**src/rtl/rb_write_arbiter_pkg.sv**
```systemverilog
// Shared definitions for the ringbuffer write-side arbiter.
// Holds the FSM state type, the default word width and ringbuffer depth
// shared with the ringbuffer, and a small index-wrap helper.
package rb_pkg;

    localparam int unsigned DATA_W    = 8;
    localparam int unsigned DEPTH     = 4;
    localparam int unsigned NUM_REQ   = 4;
    localparam int unsigned MAX_BURST = 4;

    typedef enum logic {
        ST_IDLE = 1'b0,
        ST_OWN  = 1'b1
    } state_t;

    // Increment an index modulo n.
    function automatic int unsigned wrap_inc(input int unsigned idx, input int unsigned n);
        return ((idx + 32'd1) >= n) ? 32'd0 : (idx + 32'd1);
    endfunction

endpackage

```
**src/rtl/rb_write_arbiter_if.sv**
```systemverilog
// Producer/FIFO-write bundle of the ringbuffer write arbiter.
//  req       producer i has a valid word
//  req_data  word of producer i at [i*DATA_W +: DATA_W]
//  req_last  current word of producer i ends its packet
//  gnt       one-hot; word of producer i accepted this cycle
//  fifo_full ringbuffer full flag
//  fifo_wr_en/fifo_data  ringbuffer write port
//  owner/busy            current owner index, 1 while a producer owns the port
// master: producers + FIFO side; slave: the arbiter.
interface rb_write_arbiter_if #(
    parameter int unsigned NUM_REQ = 4,
    parameter int unsigned DATA_W  = rb_pkg::DATA_W
);

    localparam int unsigned IDX_W = $clog2(NUM_REQ);

    logic [NUM_REQ-1:0]        req;
    logic [NUM_REQ*DATA_W-1:0] req_data;
    logic [NUM_REQ-1:0]        req_last;
    logic [NUM_REQ-1:0]        gnt;
    logic                      fifo_full;
    logic                      fifo_wr_en;
    logic [DATA_W-1:0]         fifo_data;
    logic [IDX_W-1:0]          owner;
    logic                      busy;

    modport master (
        output req, req_data, req_last, fifo_full,
        input  gnt, fifo_wr_en, fifo_data, owner, busy
    );

    modport slave (
        input  req, req_data, req_last, fifo_full,
        output gnt, fifo_wr_en, fifo_data, owner, busy
    );

endinterface

```
**src/rtl/rb_write_arbiter_rr_pick.sv**
```systemverilog
// Combinational round-robin picker.
//  req     request vector
//  rr_ptr  index with highest priority
//  idx     first requesting index at or after rr_ptr (modulo NUM_REQ)
//  found   1 when any request is set
module rr_pick #(
    parameter  int unsigned NUM_REQ = 4,
    localparam int unsigned IDX_W   = $clog2(NUM_REQ)
) (
    input  logic [NUM_REQ-1:0] req,
    input  logic [IDX_W-1:0]   rr_ptr,
    output logic [IDX_W-1:0]   idx,
    output logic               found
);

    int unsigned      sum;
    logic [IDX_W-1:0] cand;

    // Walk the offsets from farthest to nearest so the nearest hit wins.
    always_comb begin
        idx   = rr_ptr;
        found = 1'b0;
        sum   = 32'd0;
        cand  = '0;
        for (int k = int'(NUM_REQ) - 1; k >= 0; k--) begin
            sum  = 32'(rr_ptr) + 32'(k);
            sum  = (sum >= NUM_REQ) ? (sum - NUM_REQ) : sum;
            cand = IDX_W'(sum);
            if (req[cand]) begin
                idx   = cand;
                found = 1'b1;
            end
        end
    end

endmodule

```
**src/rtl/rb_write_arbiter.sv**
```systemverilog
// Round-robin write-side arbiter sharing one ringbuffer among NUM_REQ producers.
// A producer owns the FIFO write port for up to MAX_BURST accepted words or
// until its last word, then ownership rotates through one IDLE bubble cycle.
//  clk  rising-edge clock
//  rst  synchronous active-low reset
//  bus  producer request/grant lines and FIFO write port (slave side)
module rb_write_arbiter
    import rb_pkg::*;
#(
    parameter int unsigned NUM_REQ   = 4,
    parameter int unsigned DATA_W    = rb_pkg::DATA_W,
    parameter int unsigned MAX_BURST = 4
) (
    input  logic              clk,
    input  logic              rst,
    rb_write_arbiter_if.slave bus
);

    localparam int unsigned IDX_W = $clog2(NUM_REQ);
    localparam int unsigned CNT_W = $clog2(MAX_BURST + 1);

    state_t           state_q, state_d;
    logic [IDX_W-1:0] owner_q, owner_d;
    logic [IDX_W-1:0] rr_ptr_q, rr_ptr_d;
    logic [CNT_W-1:0] cnt_q, cnt_d;

    logic [IDX_W-1:0]  pick_idx;
    logic              pick_found;
    logic              accept;
    logic              burst_end;
    logic [DATA_W-1:0] data_sel;

    rr_pick #(
        .NUM_REQ (NUM_REQ)
    ) u_pick (
        .req    (bus.req),
        .rr_ptr (rr_ptr_q),
        .idx    (pick_idx),
        .found  (pick_found)
    );

    // A word moves only while owning, the owner presents it and the FIFO has room.
    assign accept    = (state_q == ST_OWN) && bus.req[owner_q] && !bus.fifo_full;
    assign burst_end = accept && (bus.req_last[owner_q] || (cnt_q == CNT_W'(MAX_BURST - 1)));

    // State register.
    always_ff @(posedge clk) begin
        if (!rst) begin
            state_q  <= ST_IDLE;
            owner_q  <= '0;
            rr_ptr_q <= '0;
            cnt_q    <= '0;
        end else begin
            state_q  <= state_d;
            owner_q  <= owner_d;
            rr_ptr_q <= rr_ptr_d;
            cnt_q    <= cnt_d;
        end
    end

    // Next-state logic: pick in IDLE, count and release in OWN.
    always_comb begin
        state_d  = state_q;
        owner_d  = owner_q;
        rr_ptr_d = rr_ptr_q;
        cnt_d    = cnt_q;
        case (state_q)
            ST_IDLE: begin
                if (pick_found) begin
                    owner_d = pick_idx;
                    cnt_d   = '0;
                    state_d = ST_OWN;
                end
            end
            ST_OWN: begin
                // Withdrawal releases even when the FIFO is full.
                if (!bus.req[owner_q] || burst_end) begin
                    state_d  = ST_IDLE;
                    rr_ptr_d = IDX_W'(wrap_inc(32'(owner_q), NUM_REQ));
                end else if (accept) begin
                    cnt_d = cnt_q + CNT_W'(1);
                end
            end
            default: state_d = ST_IDLE;
        endcase
    end

    // Owner's word select.
    always_comb begin
        data_sel = '0;
        for (int i = 0; i < int'(NUM_REQ); i++) begin
            if (owner_q == IDX_W'(i)) begin
                data_sel = bus.req_data[i*DATA_W +: DATA_W];
            end
        end
    end

    // Zero-latency write path into the ringbuffer.
    assign bus.gnt        = accept ? (NUM_REQ'(1) << owner_q) : '0;
    assign bus.fifo_wr_en = accept;
    assign bus.fifo_data  = accept ? data_sel : '0;
    assign bus.owner      = owner_q;
    assign bus.busy       = (state_q == ST_OWN);

endmodule

```
**src/flat_wrapper.sv**
```systemverilog
// flat-port wrapper written by rule: the top's interface ports become plain ports
module rb_write_arbiter_flat import rb_pkg::*;
#(
    parameter int unsigned NUM_REQ   = 4,
    parameter int unsigned DATA_W    = rb_pkg::DATA_W,
    parameter int unsigned MAX_BURST = 4
)
  (clk, rst, bus_req, bus_req_data, bus_req_last, bus_fifo_full, bus_gnt, bus_fifo_wr_en, bus_fifo_data, bus_owner, bus_busy);
  rb_write_arbiter_if #(.NUM_REQ(NUM_REQ), .DATA_W(DATA_W)) bus_i ();
  input  logic clk;
  input  logic rst;
  input wire logic [$bits(bus_i.req)-1:0] bus_req;
  input wire logic [$bits(bus_i.req_data)-1:0] bus_req_data;
  input wire logic [$bits(bus_i.req_last)-1:0] bus_req_last;
  input wire logic [$bits(bus_i.fifo_full)-1:0] bus_fifo_full;
  output wire logic [$bits(bus_i.gnt)-1:0] bus_gnt;
  output wire logic [$bits(bus_i.fifo_wr_en)-1:0] bus_fifo_wr_en;
  output wire logic [$bits(bus_i.fifo_data)-1:0] bus_fifo_data;
  output wire logic [$bits(bus_i.owner)-1:0] bus_owner;
  output wire logic [$bits(bus_i.busy)-1:0] bus_busy;
  assign bus_i.req = bus_req;
  assign bus_i.req_data = bus_req_data;
  assign bus_i.req_last = bus_req_last;
  assign bus_i.fifo_full = bus_fifo_full;
  assign bus_gnt = bus_i.gnt;
  assign bus_fifo_wr_en = bus_i.fifo_wr_en;
  assign bus_fifo_data = bus_i.fifo_data;
  assign bus_owner = bus_i.owner;
  assign bus_busy = bus_i.busy;
  rb_write_arbiter #(.NUM_REQ(NUM_REQ), .DATA_W(DATA_W), .MAX_BURST(MAX_BURST)) u_core (.clk(clk), .rst(rst), .bus(bus_i));
endmodule
```
**config.mk**
```make
export PLATFORM = sky130hd
export DESIGN_NAME = rb_write_arbiter_flat
export DESIGN_NICKNAME = d
export VERILOG_FILES = /design/src/rtl/rb_write_arbiter_pkg.sv /design/src/rtl/rb_write_arbiter_if.sv /design/src/rtl/rb_write_arbiter_rr_pick.sv /design/src/rtl/rb_write_arbiter.sv /design/src/flat_wrapper.sv
export SDC_FILE = /design/constraint.sdc
export NUM_CORES = 1
export LEC_CHECK = 0
export ABC_AREA = 1
export BUFFER_PORTS_ARGS = -buffer_cell sky130_fd_sc_hd__buf_4
export CAP_MARGIN = 40
export CORE_UTILIZATION = 45
export CTS_CLUSTER_DIAMETER = 200
export DETAILED_ROUTE_END_ITERATION = 7
export GPL_ROUTABILITY_DRIVEN = 0
export MAX_ROUTING_LAYER = met4
export PLACE_DENSITY = 0.81
export SYNTH_ARGS = -nofsm -noshare
export SYNTH_HDL_FRONTEND = slang
export SYNTH_SLANG_ARGS = --single-unit
export TNS_END_PERCENT = 10
```
**constraint.sdc**
```tcl
create_clock -name clk -period 1.6 [get_ports clk]
set_input_delay 0 -clock clk [delete_from_list [all_inputs] [get_ports clk]]
set_output_delay 0 -clock clk [all_outputs]
set_load 0.1 [all_outputs]
```
==> results of run 1 <==
[logic make-up after synthesis]
| group | share of synthesized area (%) |
|---|---|
| adder cells (fa/ha/maj) | 8.10 |
| buffers and inverters | 13.3 |
| flip-flops | 14.8 |
| AND/OR/NAND/NOR | 48.5 |
| AO/OA/AOI/OAI | 15.3 |
[per-layer routing]
metal	overflow	track usage, %
met4	39	107
met3	0	36.3
met1	0	67.7
met2	51	103
met5	-	-
[repair_timing]
action,4_1_cts
endpoints found under the setup margin,16
setup buffers,10
gates resized for setup,52
pin swaps,14
gates cloned,0
[per-stage QoR]
stage / setup WS, ns / util, % / std cells / hold WS [ns] / setup TNS (ns)
4_1_cts: -0.126 / 92.3 / 293 / 0.00793 / -1.06
2_1_floorplan: -0.520 / - / 193 / 0.113 / -5.90
3_3_place_gp: 0.0260 / 78.5 / 279 / 0.273 / 0
3_5_place_dp: -0.0203 / 78.5 / 279 / 0.280 / -0.0465
[synth_stat cells (all sizes together)]
cell	n	area, µm²
ha	7	87.6
nand3	24	130
buf	3	21.3
clkinv	1	3.75
dfxtp	8	160
clkbuf	3	11.3
o21ai	12	63.8
a31oi	1	6.26
nand4	3	18.8
o211ai	1	7.51
a21oi	7	35.0
nor2	21	93.8
a211oi	7	52.6
nand2	67	282
inv	28	108
==> results.tsv, run 1 <==
metric	value	unit
outcome	did not finish	
haltStage	global routing	
tool.error	[ERROR GRT-0232] Routing congestion too high. Check the congestion heatmap in the GUI.	
die_w	51.0	µm
grt_usage	76.7	%
syn-cell-area	1080	µm²
syn_area_per_cell	5.60	µm²
syn_inst	193	
cts_buffers	3	
cts_root_buf	clkbuf_4	
clock_sinks	8	
cts_htree_levels	1	
cts_hold_buf	0	
crit_endpoint	bus_fifo_data[4]	
dieHeight	51.0	µm
rows	17	
ios	59	
ys_ff_latch	8	
yosysSeqAreaShare	14.8	%
ys_types	24	
ys.warnings.count	0	
initial_core_util	48.4	%
hpwl	2850	µm
overflow	90	
grt_max_degree	17	
syn_nets	243	
io_buffer_count	58	
dpl_cell_area	1750	µm²
endpoint_type	output port	
cts_buffer_depth	2	
==> inputs of run 2 (changes only) <==
Settings changed: CORE_UTILIZATION 45 to 30, CTS_CLUSTER_DIAMETER 200 to unset, MAX_ROUTING_LAYER met4 to unset, PLACE_DENSITY 0.81 to unset, PLACE_DENSITY_LB_ADDON set to 0.15.
==> run 2 against run 1 <==
  * Area after synthesis did not move
  * The flow now finishes, with violations (setup timing)
  * Synthesized cell count did not move
==> results.tsv, run 2 <==
metric	value	unit	change
p_leak	0.00104	µW	
regToRegStartpoint	u_core.bus.owner[0]		
cts_buffer_depth	2		unchanged
synthXorXnorAreaFrac	0	%	unchanged
met3_usage	3.11	%	
cp.required	1.60	ns	
synthMuxAreaShare	0	%	unchanged
largest_reg_flops	3		
drc_errors	0		
synth_edf_count	0		unchanged
cts_root_buf	clkbuf_4		unchanged
dieArea	3850	µm²	
ir_worst_vdd	1.03	mV	
path_max_fanout	6		
regMostFlops	u_core.cnt_q		
finClkSkew	0.0120	ns	
use_met2	40.1	%	
synth-simple-area-share	48.5	%	unchanged
grt_usage	21.1	%	
yosysMostFrequentCell	nand2_1		unchanged
antenna_found_initial	0		
fin_nets	318		
ys_ff_latch	8		unchanged
min_period	1.78	ns	
fin_util	64.5	%	
drive_above_1_share	52.8	%	
p_per_area	1940	nW/µm²	
die_w	62.0	µm	was 51.0 µm
yosys-top-cells-count	nand2_1, inv_1, nand3_1		unchanged
hpwl	2890	µm	was 2850 µm
setup_violations	15		
cts_htree_levels	1		unchanged
clk_pin_slew_worst_paths	0.07	ns	
synth_async_sr_flop_share	0	%	unchanged
whs	0.209	ns	
syn-cell-area	1080	µm²	unchanged
synth.top_cells.by_area	nand2_1, dfxtp_1, nand3_1		unchanged
endpoint_kind	output pin		
holdPathStages	6		
multiInputGateArea	1020	µm²	
grt_max_degree	17		
outcome	finished with violations		was did not finish
rsz0062_at_grt	yes		
dp_slack	0.00893	ns	was -0.0203 ns
maxCapViolCount	0		
slew_headroom	82.2	%	
overflow	0		
coreArea	3390	µm²	
worst_ep_arrival_time	1.78	ns	
wl_per_cell	12.6	µm	
syn_inst	193		unchanged
start_kind	flop		
drt_iter0_markers	67		
cts_buffers	3		unchanged
grt_pass1_wl	5890	µm	
mostFrequentLayoutCells	buf_4, nand2_1, inv_1, buf_12, nand3_1		
min_path_type	in2reg		
fmax	562	MHz	
layout_commonest_cell	buf_4		
yosysTopAreaCellShare	19.1	%	unchanged
synth_flop_cell	dfxtp_1		unchanged
ios	59		unchanged
detail_route.first_pass.iterations	4		
syn_area_per_cell	5.60	µm²	unchanged
clk_latency	0.28	ns	
tightest_slew	0.266	ns	
rows	21		was 17
area_delta_synth_final	102	%	
syn_nets	243		unchanged
vias	1470		
grtUsageMet1	22.9	%	
reg2reg_to	u_core.cnt_q[2]		
maxSlewViolCount	0		
worstHoldStart	bus_req[0]		
fin_ws	-0.178	ns	
initial_core_util	31.9	%	was 48.4%
cts_tree	yes		
clock_sinks	8		unchanged
rrSetupSlack	-0.04	ns	
dpl_cell_area	1830	µm²	was 1750 µm²
hold_viol_final	0		
synth_compound_area_share	15.3	%	unchanged
ant_nets	0		
top_usage_layer	met2		
fin_crit_sh	111	%	
violations	setup timing		
total_power	4240	µW	
via_per_inst	4.70		
io_buffer_count	58		unchanged
yosysSeqAreaShare	14.8	%	unchanged
hold_end	u_core.bus.owner[1]		
ys.warnings.count	0		unchanged
fill_cells	300		
synth_top_area_cell	nand2_1		unchanged
synth_fa_ha_area_share	8.10	%	unchanged
dieHeight	62.0	µm	was 51.0 µm
ys_types	24		unchanged
grt_pass1_vias	1375		
design_area	2180	µm²	
crit_type	reg2out		
antennaDiodeCount	0		
drt-total-wl	3950	µm	
seq_area	171	µm²	
synth_top_family_by_area	simple AND/OR/NAND/NOR gates		unchanged
rr_worst_depth	11		
==> run 2: cell counts after synthesis <==
No cell type changed its count.
==> run 2: final cells by class <==
class,instances,share of cell area [%]
sequential,8,7.85
clock buffer,4,1.20
inverter,29,5.78
timing repair buffer,76,35.7
tap,46,2.63
multi-input combinational,150,46.8
==> run 2: critical path, cell delays in order, from the launching register on <==
cell      delay [ns]
dfxtp_4         0.40
buf_12          0.11
ha_4            0.16
buf_6           0.12
nand2_1         0.06
nand3_2         0.08
o21ai_2         0.07
a211oi_4        0.28
buf_12          0.21
==> run 2: through the flow <==
stage / cells / setup TNS [ns]
2_1_floorplan: 193 / -5.90
3_3_place_gp: 301 / 0
3_5_place_dp: 301 / 0
4_1_cts: 311 / -1.14
5_1_grt: 313 / -2.89
6_report: 313 / -1.35
==> run 2: routing by layer <==
metal | part of all wire, % | wire (µm) | up-vias
met5 | 0 | 0 | -
met1 | 40 | 1560 | 654
met2 | 53 | 2070 | 45
met4 | 2.4 | 93 | 0
met3 | 5.5 | 216 | 9
li1 | - | - | 762
==> run 2: worst max path at each step <==
stage | start | endpoint | slack [ns] | cells past startpoint
4_1_cts | u_core.bus.owner[0] | bus_fifo_data[4] | -0.16 | 6
6_report | u_core.bus.owner[0] | bus_fifo_data[5] | -0.18 | 8
3_5_place_dp | u_core.bus.owner[0] | bus_fifo_data[7] | 0.009 | 6
2_1_floorplan | u_core.bus.owner[0] | bus_fifo_data[6] | -0.52 | 7
3_3_place_gp | u_core.bus.owner[0] | bus_fifo_data[7] | 0.02 | 6
5_1_grt | u_core.bus.owner[0] | bus_fifo_data[5] | -0.24 | 8
==> run 2: logic make-up (layout without fill, tap and decap cells) <==
family          after synthesis  after routing
buf+inv                      35            109
fa+ha+maj                     7              7
compound gates               28             28
simple gates                115            115
flops                         8              8
==> run 2: timing repair <==
action / CTS / global route
hold buffers: 1 / 0
gates resized for setup: 57 / 9
pin swaps: 8 / 3
setup buffers: 5 / 2
hold endpoints to repair: 1 / 0
gates cloned: 0 / 0
endpoints found under the setup margin: 13 / 18
==> run 2: report_power, final <==
| group | leakage, µW | internal, µW | switching [µW] |
|---|---|---|---|
| clock network | 0.0000150 | 96.8 | 97.5 |
| logic | 0.000958 | 1390 | 2230 |
| registers | 0.0000680 | 314 | 122 |
(Power assumes the default switching activity.)
==> inputs of run 3 (changes only) <==
Settings changed: SETUP_SLACK_MARGIN set to 0.4.
==> run 3 against run 2 <==
  * The run still ends with setup timing left
  * Die area unchanged
  * Critical path depth stayed put
  * Combinational power grew 6.6%
  * Non-clock buffer count rose by 1
  * Sequential power increased by 2%
  * Clock power decreased by 6%
  * Setup slack improved by 0.013 ns
  * Cell area grew 5.3%
  * Sequential share of layout area decreased by 0.29 points
  * Cell count rose by 0.32%
  * First-iteration DRC count shrank 16%
  * Utilization grew 3.4 points
  * Largest cell class unchanged
==> results.tsv, run 3 (synthesis results as in run 2) <==
metric	value	unit	change
outcome	finished with violations		unchanged
violations	setup timing		unchanged
slew_headroom	82.6	%	was 82.2%
clock_sinks	8		unchanged
crit_type	reg2out		unchanged
fill_cells	289		was 300
mostFrequentLayoutCells	buf_4, nand2_1, inv_1, buf_12, nor2_1		was buf_4, nand2_1, inv_1, buf_12, nand3_1
worstPathCellList	buf_12 -> ha_4 -> buf_6 -> nand2_2 -> nand3_2 -> o21ai_2 -> a211oi_4 -> buf_12		was buf_12 -> ha_4 -> buf_6 -> nand2_1 -> nand3_2 -> o21ai_2 -> a211oi_4 -> buf_12
min_path_type	in2reg		unchanged
cts_root_buf	clkbuf_4		unchanged
fin_util	67.9	%	was 64.5%
seq_area	174	µm²	was 171 µm²
tightest_slew	0.260	ns	was 0.266 ns
whs	0.208	ns	was 0.209 ns
p_leak	0.00108	µW	was 0.00104 µW
drive_above_1_share	59.0	%	was 52.8%
overflow	0		unchanged
cts_htree_levels	1		unchanged
layout_commonest_cell	buf_4		unchanged
area_delta_synth_final	113	%	was 102%
clk_latency	0.27	ns	was 0.28 ns
drt-total-wl	4110	µm	was 3950 µm
die_w	62.0	µm	unchanged
min_period	1.76	ns	was 1.78 ns
ios	59		unchanged
rows	21		unchanged
fin_ws	-0.165	ns	was -0.178 ns
fin_nets	319		was 318
io_buffer_count	58		unchanged
cp_top_family	buffers and inverters		unchanged
fmax	567	MHz	was 562 MHz
multiInputGateArea	1110	µm²	was 1020 µm²
grt_usage	21.7	%	was 21.1%
finClkSkew	0.0146	ns	was 0.0120 ns
regMostFlops	u_core.cnt_q		unchanged
grt_pass1_wl	6070	µm	was 5890 µm
initial_core_util	31.9	%	unchanged
maxSlewViolCount	0		unchanged
cts_tree	yes		unchanged
grt_max_degree	17		unchanged
setup_violations	12		was 15
cp.required	1.60	ns	about the same
ant_nets	0		unchanged
dieArea	3850	µm²	unchanged
clk_pin_slew_worst_paths	0.08	ns	was 0.07 ns
detail_route.first_pass.iterations	4		unchanged
hpwl	2890	µm	unchanged
crit_path_top_delay_cell	dfxtp_4		unchanged
crit_path_frequent_cell	buf_12		unchanged
crit_buf_inv	3		unchanged
ir_worst_vdd	0.966	mV	was 1.03 mV
total_power	4480	µW	was 4240 µW
fin_crit_sh	110	%	was 111%
via_per_inst	4.75		was 4.70
drt_iter0_markers	56		was 67
largest_reg_flops	3		unchanged
cts_buffers	3		unchanged
dp_slack	0.00893	ns	unchanged
path_max_fanout	6		unchanged
antennaDiodeCount	0		unchanged
dieHeight	62.0	µm	unchanged
drc_errors	0		unchanged
start_kind	flop		unchanged
setup_tns	-1.27	ns	was -1.35 ns
cts_buffer_depth	2		unchanged
grt_pass1_vias	1400		was 1375
p_per_area	1950	nW/µm²	was 1940 nW/µm²
maxCapViolCount	0		unchanged
endpoint_kind	output pin		unchanged
rrSetupSlack	-0.04	ns	about the same
rsz0062_at_grt	yes		unchanged
worst_ep_arrival_time	1.76	ns	was 1.78 ns
vias	1492		was 1470
coreArea	3390	µm²	unchanged
antenna_found_initial	0		unchanged
wl_per_cell	13.1	µm	was 12.6 µm
slowest_delay	0.40	ns	about the same
hold_viol_final	0		unchanged
==> run 3: changes by cell type in the layout (fill, tap and decap cells not counted), sizes merged <==
cell,previous run,this run
inv,28,27
clkinv,1,2
buf,75,76
==> run 3: tightest hold or removal path, delay by kind of cell <==
family                 cells  cell delay [ns]
and+or+nand+nor            4             0.25
buffers and inverters      1             0.13
AOI/OAI and AO/OA          1             0.06
==> run 3: report_power, final <==
group	total (µW)	switching, µW	internal [µW]
clock	183	87.4	96.1
combinational	3850	2370	1490
sequential	444	125	319
==> run 3: area by class of cell <==
cell class                      instances  area share, %
Clock buffer                            4           1.14
Timing Repair Buffer                   77           34.6
Multi-Input combinational cell        150           48.3
Inverter                               29           5.93
Tap cell                               46           2.50
Sequential cell                         8           7.56
==> run 3: worst paths after layout <==
path	start	to	cells after the start
max	u_core.bus.owner[0]	bus_fifo_data[7]	8
min	bus_req[1]	u_core.bus.owner[1]	6
max reg2reg	u_core.bus.owner[0]	u_core.cnt_q[2]	11
min reg2reg	u_core.cnt_q[1]	u_core.cnt_q[1]	4
==> run 3: per-stage QoR <==
stage | std cells | cell area, µm²
3_3_place_gp | 301 | 1830
5_1_grt | 314 | 2300
4_1_cts | 311 | 2180
2_1_floorplan | 193 | 1280
3_5_place_dp | 301 | 1830
6_report | 314 | 2300
==> run 3: what timing repair did <==
action,in CTS,in global routing
pin swaps,24,16
setup endpoints to repair,21,22
hold buffers,1,0
endpoints found under the hold margin,2,0
gates resized for setup,74,23
setup buffers,5,3
==> run 3: metal layers <==
metal  global-route usage (%)  wire, µm
met2                     41.3      2210
met3                     3.52       238
met1                     23.4      1580
met5                        0         0
met4                     9.21        82
==> inputs of run 4 (changes only) <==
Settings changed: BUFFER_PORTS_ARGS -buffer_cell sky130_fd_sc_hd__buf_4 to -buffer_cell sky130_fd_sc_hd__buf_2, CTS_CLUSTER_DIAMETER set to 30.
==> run 4 against run 3 <==
  * Via count down 2.2%
  * Setup slack better by 0.012 ns
  * The flow still finishes with violations (setup timing)
  * Die area unchanged
  * Register-to-register slack better by 0.02 ns
  * Fmax up 0.68%
==> results.tsv, run 4 (synthesis results as in run 2) <==
metric	value	unit	change
drt_iter0_markers	68		was 56
clk_pin_slew_worst_paths	0.06	ns	was 0.08 ns
clk_latency	0.26	ns	was 0.27 ns
cts_tree	yes		unchanged
ant_nets	0		unchanged
overflow	0		unchanged
seq_area	173	µm²	was 174 µm²
rows	21		unchanged
grt_usage	20.1	%	was 21.7%
drt-total-wl	3740	µm	was 4110 µm
finClkSkew	0.00954	ns	was 0.0146 ns
dpl_cell_area	1870	µm²	was 1830 µm²
io_buffer_count	58		unchanged
grt_pass1_vias	1376		was 1400
layoutNonFillerInstCount	316		was 314
multiInputGateArea	1020	µm²	was 1110 µm²
cts_buffers	3		unchanged
detail_route.first_pass.iterations	4		unchanged
ir_worst_vdd	1.10	mV	was 0.966 mV
p_per_area	1970	nW/µm²	was 1950 nW/µm²
slowest_delay	0.38	ns	was 0.40 ns
start_kind	flop		unchanged
mostFrequentLayoutCells	nand2_1, buf_2, inv_1, nand3_1, buf_12		was buf_4, nand2_1, inv_1, buf_12, nor2_1
grt_pass1_wl	5730	µm	was 6070 µm
cts_hold_buf	0		was 1
path_max_fanout	7		was 6
maxCapViolCount	0		unchanged
p_leak	0.00102	µW	was 0.00108 µW
setup_violations	13		was 12
ios	59		unchanged
antenna_found_initial	0		unchanged
fin_crit_sh	110	%	about the same
largest_reg_flops	3		unchanged
area_delta_synth_final	95.5	%	was 113%
antennaDiodeCount	0		unchanged
drive_above_1_share	54.4	%	was 59.0%
min_path_type	in2reg		unchanged
initial_core_util	31.9	%	unchanged
layout_commonest_cell	nand2_1		was buf_4
outcome	finished with violations		unchanged
worst_ep_arrival_time	1.75	ns	was 1.76 ns
cts_root_buf	clkbuf_4		unchanged
rsz0062_at_grt	yes		unchanged
fin_ws	-0.153	ns	was -0.165 ns
hold_viol_final	0		unchanged
endpoint_kind	output pin		unchanged
violations	setup timing		unchanged
cp.required	1.60	ns	about the same
die_w	62.0	µm	unchanged
fin_nets	321		was 319
worstPathCellList	inv_8 -> nand2_4 -> nand3_2 -> nand2_2 -> nor2_4 -> nand2_4 -> buf_12 -> a211oi_4 -> buf_12		was buf_12 -> ha_4 -> buf_6 -> nand2_2 -> nand3_2 -> o21ai_2 -> a211oi_4 -> buf_12
wl_per_cell	11.8	µm	was 13.1 µm
coreArea	3390	µm²	unchanged
drc_errors	0		unchanged
slew_headroom	68.0	%	was 82.6%
clock_sinks	8		unchanged
dieArea	3850	µm²	unchanged
maxSlewViolCount	0		unchanged
tightest_slew	0.483	ns	was 0.260 ns
vias	1459		was 1492
cts_buffer_depth	2		unchanged
regMostFlops	u_core.cnt_q		unchanged
crit_type	reg2out		unchanged
design_area	2110	µm²	was 2300 µm²
dp_slack	0.00268	ns	was 0.00893 ns
min_period	1.75	ns	was 1.76 ns
via_per_inst	4.62		was 4.75
fill_cells	300		was 289
cts_htree_levels	1		unchanged
place_inst	299		was 301
hpwl	2950	µm	was 2890 µm
grt_max_degree	17		unchanged
crit_path_top_delay_cell	dfxtp_4		unchanged
fmax	570	MHz	was 567 MHz
dieHeight	62.0	µm	unchanged
run 4: metrics by stage:
| step | TNS [ns] | utilization [%] | hold WS, ns | total power (µW) |
|---|---|---|---|---|
| after global routing | -2.54 | 62.3 | 0.00278 | 4510 |
| after floorplan | -5.90 | - | 0.113 | 2810 |
| after CTS | -1.33 | 60.7 | 0.00183 | 4040 |
| final | -1.15 | 62.3 | 0.0124 | 4160 |
| after detailed placement | 0 | 55.0 | 0.289 | 3520 |
| after global placement | 0 | 55.0 | 0.294 | 3510 |
run 4: worst max-delay path, delay by kind of cell, from the launching register on:
kind / cells / cell delay, ns
buffers and inverters: 3 / 0.47
and+or+nand+nor: 5 / 0.42
DFF: 1 / 0.38
AOI/OAI and AO/OA: 1 / 0.21
run 4: routing by layer:
metal | global-route usage (%) | vias to the layer above | share of wire, %
li1 | - | 778 | -
met1 | 23.3 | 633 | 40
met2 | 37.7 | 42 | 53
met3 | 2.48 | 6 | 5.8
met4 | 6.67 | 0 | 0.91
met5 | 0 | - | 0
run 4: worst paths after layout:
check                      start                  end  slack (ns)  depth (start not counted)
max          u_core.bus.owner[0]     bus_fifo_data[0]       -0.15                          9
min                          rst  u_core.bus.owner[1]        0.01                          3
max reg2reg  u_core.bus.owner[0]      u_core.cnt_q[2]       -0.02                         12
min reg2reg      u_core.cnt_q[1]      u_core.cnt_q[1]        0.53                          4
run 4: area by class of cell:
cell class	count	area share, %
Clock buffer	4	1.24
Inverter	29	6.39
Timing Repair Buffer	79	33.0
Tap cell	46	2.72
Multi-Input combinational cell	150	48.4
Sequential cell	8	8.17
run 4: power by group:
group / internal (µW) / switching [µW] / total (µW)
Combinational: 1340 / 2210 / 3540
Sequential: 317 / 128 / 445
Clock: 96.1 / 80.3 / 176
run 4: timing repair:
action / 4_1_cts / 5_1_grt
setup endpoints to repair: 22 / 22
pin swaps: 11 / 0
resized for setup: 25 / 11
buffers inserted: 12 / 1
